`src/rtl/cascade_counter_bank.sv`:
```
// ---------------------------------------------------------------------------
// cascade_counter_bank
//   NUM_CH counters of WIDTH bits, each with its own terminal-count register.
//   In independent mode (mode_i=0) every channel steps on en_i. In cascade
//   mode (mode_i=1) channel i steps only in the cycle that channel i-1 wraps.
//   Per channel it produces a one-cycle wrap pulse and a toggle-divided
//   "overflow clock". Used as the baud/bit-timing tick generator.
//
// Ports
//   clk_i         system clock, rising edge
//   rst_ni        asynchronous active-low reset
//   en_i          count enable (channel 0, and all channels when independent)
//   clr_i         synchronous clear of counts and overflow outputs (tc kept)
//   mode_i        0 = independent, 1 = cascade
//   tc_load_i     terminal-count write strobe
//   tc_sel_i      channel index for the write (>= NUM_CH is ignored)
//   tc_data_i     terminal-count value to write
//   count_flat_o  counts, channel i at [i*WIDTH +: WIDTH]
//   ovf_pulse_o   registered one-cycle wrap pulse per channel
//   ovf_clk_o     per-channel toggle on every wrap
//   all_ovf_o     registered pulse when all channels wrap together
//   ovf_sticky_o  sticky wrap flags
//
// Build option
//   CASCADE_COUNTER_STICKY_EN : when defined, ovf_sticky_o holds a flag per
//   channel that sets on wrap and clears on clr_i or reset. When undefined
//   the output is tied to zero.
// ---------------------------------------------------------------------------
module cascade_counter_bank #(
    parameter int NUM_CH = 2,
    parameter int WIDTH  = 8,
    parameter int SEL_W  = 3
) (
    input  logic                    clk_i,
    input  logic                    rst_ni,
    input  logic                    en_i,
    input  logic                    clr_i,
    input  logic                    mode_i,
    input  logic                    tc_load_i,
    input  logic [SEL_W-1:0]        tc_sel_i,
    input  logic [WIDTH-1:0]        tc_data_i,
    output logic [NUM_CH*WIDTH-1:0] count_flat_o,
    output logic [NUM_CH-1:0]       ovf_pulse_o,
    output logic [NUM_CH-1:0]       ovf_clk_o,
    output logic                    all_ovf_o,
    output logic [NUM_CH-1:0]       ovf_sticky_o
);

    logic [WIDTH-1:0]  cnt_q [NUM_CH];
    logic [WIDTH-1:0]  cnt_d [NUM_CH];
    logic [WIDTH-1:0]  tc_q  [NUM_CH];
    logic [WIDTH-1:0]  tc_d  [NUM_CH];
    logic [NUM_CH-1:0] ovf_pulse_q, ovf_pulse_d;
    logic [NUM_CH-1:0] ovf_clk_q, ovf_clk_d;
    logic              all_ovf_q, all_ovf_d;
    logic [NUM_CH-1:0] wrap;

    // The cascade ripples combinationally through all channels within one
    // cycle; a single sequential loop keeps the chain inside one process.
    always_comb begin
        logic step;
        logic carry;
        step  = 1'b0;
        carry = 1'b0;
        wrap  = '0;
        for (int i = 0; i < NUM_CH; i++) begin
            step    = (i == 0 || !mode_i) ? en_i : carry;
            // >= so a tc lowered below the current count still wraps
            wrap[i] = step && (cnt_q[i] >= tc_q[i]);
            carry   = wrap[i];

            if (clr_i || wrap[i]) begin
                cnt_d[i] = '0;
            end else if (step) begin
                cnt_d[i] = cnt_q[i] + WIDTH'(1);
            end else begin
                cnt_d[i] = cnt_q[i];
            end

            if (tc_load_i && (int'(tc_sel_i) == i)) begin
                tc_d[i] = tc_data_i;
            end else begin
                tc_d[i] = tc_q[i];
            end
        end

        ovf_pulse_d = clr_i ? '0 : wrap;
        ovf_clk_d   = clr_i ? '0 : (ovf_clk_q ^ wrap);
        all_ovf_d   = (&wrap) && !clr_i;
    end

    always_ff @(posedge clk_i or negedge rst_ni) begin
        if (!rst_ni) begin
            for (int i = 0; i < NUM_CH; i++) begin
                cnt_q[i] <= '0;
                tc_q[i]  <= '1;
            end
            ovf_pulse_q <= '0;
            ovf_clk_q   <= '0;
            all_ovf_q   <= 1'b0;
        end else begin
            for (int i = 0; i < NUM_CH; i++) begin
                cnt_q[i] <= cnt_d[i];
                tc_q[i]  <= tc_d[i];
            end
            ovf_pulse_q <= ovf_pulse_d;
            ovf_clk_q   <= ovf_clk_d;
            all_ovf_q   <= all_ovf_d;
        end
    end

`ifdef CASCADE_COUNTER_STICKY_EN
    logic [NUM_CH-1:0] sticky_q, sticky_d;

    // clr beats a same-cycle wrap
    always_comb begin
        sticky_d = clr_i ? '0 : (sticky_q | wrap);
    end

    always_ff @(posedge clk_i or negedge rst_ni) begin
        if (!rst_ni) begin
            sticky_q <= '0;
        end else begin
            sticky_q <= sticky_d;
        end
    end

    assign ovf_sticky_o = sticky_q;
`else
    assign ovf_sticky_o = '0;
`endif

    always_comb begin
        count_flat_o = '0;
        for (int i = 0; i < NUM_CH; i++) begin
            count_flat_o[i*WIDTH +: WIDTH] = cnt_q[i];
        end
    end

    assign ovf_pulse_o = ovf_pulse_q;
    assign ovf_clk_o   = ovf_clk_q;
    assign all_ovf_o   = all_ovf_q;

endmodule

```
`config.mk`:
```
export PLATFORM = sky130hd
export DESIGN_NAME = cascade_counter_bank
export DESIGN_NICKNAME = d
export VERILOG_FILES = /design/src/rtl/cascade_counter_bank.sv
export SDC_FILE = /design/constraint.sdc
export NUM_CORES = 1
export LEC_CHECK = 0
export BUFFER_PORTS_ARGS = -buffer_cell sky130_fd_sc_hd__buf_2
export CAP_MARGIN = 20
export CORE_MARGIN = 5
export CORE_UTILIZATION = 50
export DETAILED_ROUTE_END_ITERATION = 8
export GPL_TIMING_DRIVEN = 0
export PLACE_DENSITY = 0.86
export REMOVE_ABC_BUFFERS = 1
export SYNTH_ARGS = -nofsm -noshare
export SYNTH_HDL_FRONTEND = slang
export SYNTH_SLANG_ARGS = --single-unit
```
`constraint.sdc`:
```
create_clock -name clk_i -period 2.1 [get_ports clk_i]
set_clock_uncertainty 0.05 [all_clocks]
set_input_delay 0.42 -clock clk_i [delete_from_list [all_inputs] [get_ports clk_i]]
set_output_delay 0.42 -clock clk_i [all_outputs]
set_load 0.03 [all_outputs]
```
# Word level (Yosys, flattened, before mapping)
# Cells that the tools add are included.
[word_totals]
inputBits = 17
output_inout_bits = 23
word_cells = 32
regBits = 37
[classes]
n_mux = 7
n_reduce_logical = 12
n_lt_le_gt_ge = 2
n_eq_ne = 1
n_bitwise = 1
addsub = 2
[ops]
columns = ["cell", "n"]
rows = [
  ["8-bit two-way mux", 4],
  ["8-bit by 1-bit adder with 8-bit output (second input constant)", 2],
  ["8-bit >= comparator", 2],
  ["1-bit logical AND", 5],
  ["2-bit two-way mux", 2],
  ["2-bit nonzero test", 2],
  ["3-bit by 2-bit equality test with 1-bit output (second input constant)", 1],
  ["3-bit zero test", 1],
  ["1-bit logical OR", 2],
  ["2-bit AND reduction", 1],
  ["2-bit bitwise XOR", 1],
  ["1-bit zero test", 1],
  ["1-bit two-way mux", 1],
]

# Longest topological paths before layout
[logic_depth]
depth_word = 6
depth_mapped = 8
ltp_nobuf = 7

# Worst setup path before layout
# No wires, ideal clock.
[synth_path]
kind = "reg-to-reg"
startpoint = "register cnt_q (netlist bit count_flat_o[0])"
endpoint = "register cnt_q (netlist bit count_flat_o[13])"
required_ps = 1906
setup_time_ps = 144
path_stages_with_launch = 8
setup_slack_ps = -129
synth_period_minus_slack_ps = 2229
n_path_buf = 0
arrival_ps = 2035
cell_sequence = "dfrtp_1 -> inv_1 -> ha_1 -> nand2b_4 -> a2111oi_4 -> o2111ai_1 -> nand3_1 -> o221ai_1"
[synth_between]
elab_chain_len = 6
word_cells_on_any_way = 7
classes_between = "order compare (1); mux (2); reduce/logical (4)"
[synth_rtl]
columns = ["element", "line", "text"]
rows = [
  ["start, declared", "49", "logic [WIDTH-1:0] cnt_q [NUM_CH];"],
  ["start signal, assigned by index", "103", "cnt_q[i] <= cnt_d[i];"],
  ["8-bit >= comparator (*)", "69", "wrap[i] = step && (cnt_q[i] >= tc_q[i]);"],
  ["1-bit logical AND (*)", "69", ""],
  ["1-bit two-way mux (*)", "67", "step = (i == 0 || !mode_i) ? en_i : carry;"],
  ["1-bit logical AND", "69", ""],
  ["1-bit logical OR", "72", "if (clr_i || wrap[i]) begin"],
  ["8-bit two-way mux or 2-bit nonzero test (tied branches)", "--", ""],
]
# Every way passes the cells marked *; elsewhere a longest branch is shown, timed or not.
# A chain may end at the register's enable or synchronous reset.

# Worst setup path in the final report
[layout_path]
startpoint = "register tc_q[8] (netlist bit)"
endpoint = "register ovf_clk_q[1] (netlist: ovf_clk_o[1])"
[layout_between]
elab_chain_len = 6
[layout_rtl]
columns = ["element", "line", "text"]
rows = [
  ["start, declared", "51", "logic [WIDTH-1:0] tc_q [NUM_CH];"],
  ["start signal, assigned by index", "104", "tc_q[i] <= tc_d[i];"],
  ["8-bit >= comparator", "69", ""],
  ["1-bit logical AND", "69", ""],
  ["1-bit two-way mux", "67", ""],
  ["1-bit logical AND", "69", ""],
  ["2-bit bitwise XOR", "88", "ovf_clk_d = clr_i ? '0 : (ovf_clk_q ^ wrap);"],
  ["2-bit two-way mux", "88", ""],
  ["net ovf_clk_d[1]", "54", "logic [NUM_CH-1:0] ovf_clk_q, ovf_clk_d;"],
  ["end signal, assigned", "107", "ovf_clk_q <= ovf_clk_d;"],
  ["end, declared", "54", ""],
]
# The timed path passes the listed nets, and every way through them passes these cells.

==> reports/results.ini <==
[global_routing]
grt-ovfl-total = 0
antenna_found_initial = 0
grt_pass1_vias = 1954
grt_pass1_wl_um = 9250
grt_usage = 0.194
grt_max_degree = 38

[cells_and_area]
num_antenna_cells = 0
instances_no_fill = 319
layout.nets = 301
fill_cells = 321
drive_gt1_frac = 0.431
area.sequential_sq_um = 946
multi_input_area_sq_um = 1360
area_delta_synth_final_pct = 30.1
stdcell_area_sq_um = 2850

[sta]
setup_ws_ns = -0.0574
fmax_mhz = 464
period_minus_slack_ns = 2.16
finalMaxSlewViolations = 0
post-route-period-util = 1.03
slew_headroom = 0.450
rsz0062_at_grt = yes
tightestPinTransition_ns = 0.826
hold_viol = 0
setup_viol = 7

[floorplanning]
die_area_sq_um = 5800
core_sq_um = 4290
fp-row-count = 24
die_height_um = 76.2
die_x_um = 76.2
initial_core_util = 0.510
ios = 40

[clocking]
cts_tree = built
clockBufferDepth = 2
htree_levels = 2
clk_latency_ns = 0.30
clkSinkCount = 37
clk_pin_slew_ns = 0.07
cts_buffers = 5
cts_root_buffer = clkbuf_8

[power_and_ir_drop]
power_switching_w = 0.000646
p_seq_frac = 0.437
switching_share = 0.322
clock_power_share = 0.261
p_total_w = 0.00201
combPwrFrac = 0.302
powerDensity_nw_per_um2 = 705
power.leakage_nw = 1.20
intPower_w = 0.00136
irDropWorstVdd_mv = 0.564

[critical_path]
reg2reg_depth = 7
slowest_delay_ns = 0.55
critPathLaunchType = register
cp-end-kind = register
crit_slowest_cell = dfstp_2
cp.arrival_ns = 2.33
critPathKind = register to register
required_ns = 2.27
path_max_fanout = 4
path_cells = ha_4 > nand2b_4 > a2111oi_4 > o2111a_2 > buf_6 > o31ai_1 > a21oi_2

[logic_synthesis]
syn_area_per_cell_sq_um = 10.1
ys_top_cells_by_area = dfrtp_1, dfstp_2, ha_1, o21ai_0, inv_1
synth_cell_types = 53
yosys_warnings = 0
post-synth-top-area-cell = dfrtp_1
synthTopCellsByCount = inv_1, dfrtp_1, nand2_1
postSynthCellCount = 217
yosysMostFrequentCell = inv_1
netlist_area_sq_um = 2190
ys_async_sr_fraction = 1.00
synthFlopType = dfrtp_1
synth_edf_count = 0
seq_area_frac_synth = 0.432
synth_seq_cells = 37
synthDominantCellAreaShare = 0.240

[placement]
place_area_sq_um = 2420
placed_cells = 300
hpwl_um = 3530
gp_congestion = 0.788
io_buffers = 37

[detailed_routing]
drc = 0
ant_nets = 0
wl_um = 5620
viasPerCell = 5.94
first_pass_iters = 4
route.vias.total = 1895
drt-initial-drc-count = 74
wl_per_cell_um = 17.6

[hold_path]
hold_class = input port to asynchronous set/reset pin

[run_status]
violations = setup timing
status = complete, but fails checks

[flow_run]
maxCapViolCount = 0

## layer usage
metal | vias up | global-route usage | wire length [um]
met1 | 930 | 0.250 | 2420
met4 | 0 | 0.0822 | 97
li1 | 893 | - | -
met5 | - | 0 | 0
met3 | 10 | 0.0496 | 307
met2 | 62 | 0.306 | 2790
## registers in the layout (all words and copies together), names as in the netlist
register and cells:
all_ovf_o 1, count_flat_o 16, ovf_clk_o 2, ovf_pulse_o 2, tc_q 16
## cells by family after synthesis
group | share of synthesized area
compound gates | 0.213
mux | 0.0103
simple gates | 0.161
xor+xnor | 0.0200
other cells | 0.00171
fa+ha+maj | 0.103
flops | 0.432
buf+inv | 0.0589
## worst paths after layout
path / endpoint / slack, ns / start
min: count_flat_o[15] / 0.16 / rst_ni
min in group clk_i: tc_q[14] / 0.28 / tc_data_i[6]
max in group asynchronous: count_flat_o[1] / 1.32 / rst_ni
max: ovf_clk_o[1] / -0.06 / tc_q[8]
min reg2reg: tc_q[13] / 0.47 / tc_q[13]
max reg2reg: ovf_clk_o[1] / -0.06 / tc_q[8]
## final cells by class
cell class | instances | share of cell area
inverter | 22 | 0.0290
tap | 52 | 0.0228
sequential | 37 | 0.332
timing repair buffer | 50 | 0.109
multi-input combinational | 150 | 0.476
clock buffer | 8 | 0.0316
## through the flow
stage | hold WS (ns) | util | worst slack, ns | setup TNS, ns
floorplan | 0.0744 | - | -0.196 | -1.54
global placement | 0.444 | 0.558 | -0.570 | -7.81
detailed placement | 0.450 | 0.564 | -0.436 | -3.15
CTS | 0.195 | 0.633 | -0.0396 | -0.0614
global route | 0.224 | 0.663 | -0.152 | -1.39
finish | 0.161 | 0.663 | -0.0574 | -0.200
## what timing repair did
item | CTS | global route
setup buffers | 8 | 2
pin swaps | 13 | 14
setup endpoints to repair | 16 | 19
hold buffers | 0 | 0
endpoints found under the hold margin | 0 | 0
resized for setup | 20 | 22
cloned | 1 | 0
## worst max-delay path: cells and delay by family (launching register included)
kind            cells  cell delay (ns)
compound gates      4             1.03
simple gates        1             0.14
flops               1             0.55
fa+ha+maj           1             0.19
buf+inv             1             0.12
## cell usage in the layout, fill, tap and decap left out, drive strengths merged, types with 4 or more instances in the layout
cell	n
a211oi	6
a21oi	7
buf	50
clkbuf	8
dfrtp	21
dfstp	16
ha	18
inv	22
nand2	21
nand2b	5
nand3	6
nand4	4
nand4b	5
o2111ai	5
o21ai	21
or3	5
## power groups by stage
stage                     clock (W)  combinational, W  sequential [W]
after global routing       0.000562          0.000665        0.000888
after global placement            0          0.000406        0.000881
after floorplan                   0          0.000280        0.000900
after CTS                  0.000527          0.000534        0.000874
final                      0.000525          0.000607        0.000877
after detailed placement          0          0.000435        0.000884
No activity file was read; power rests on OpenSTA's default activity.
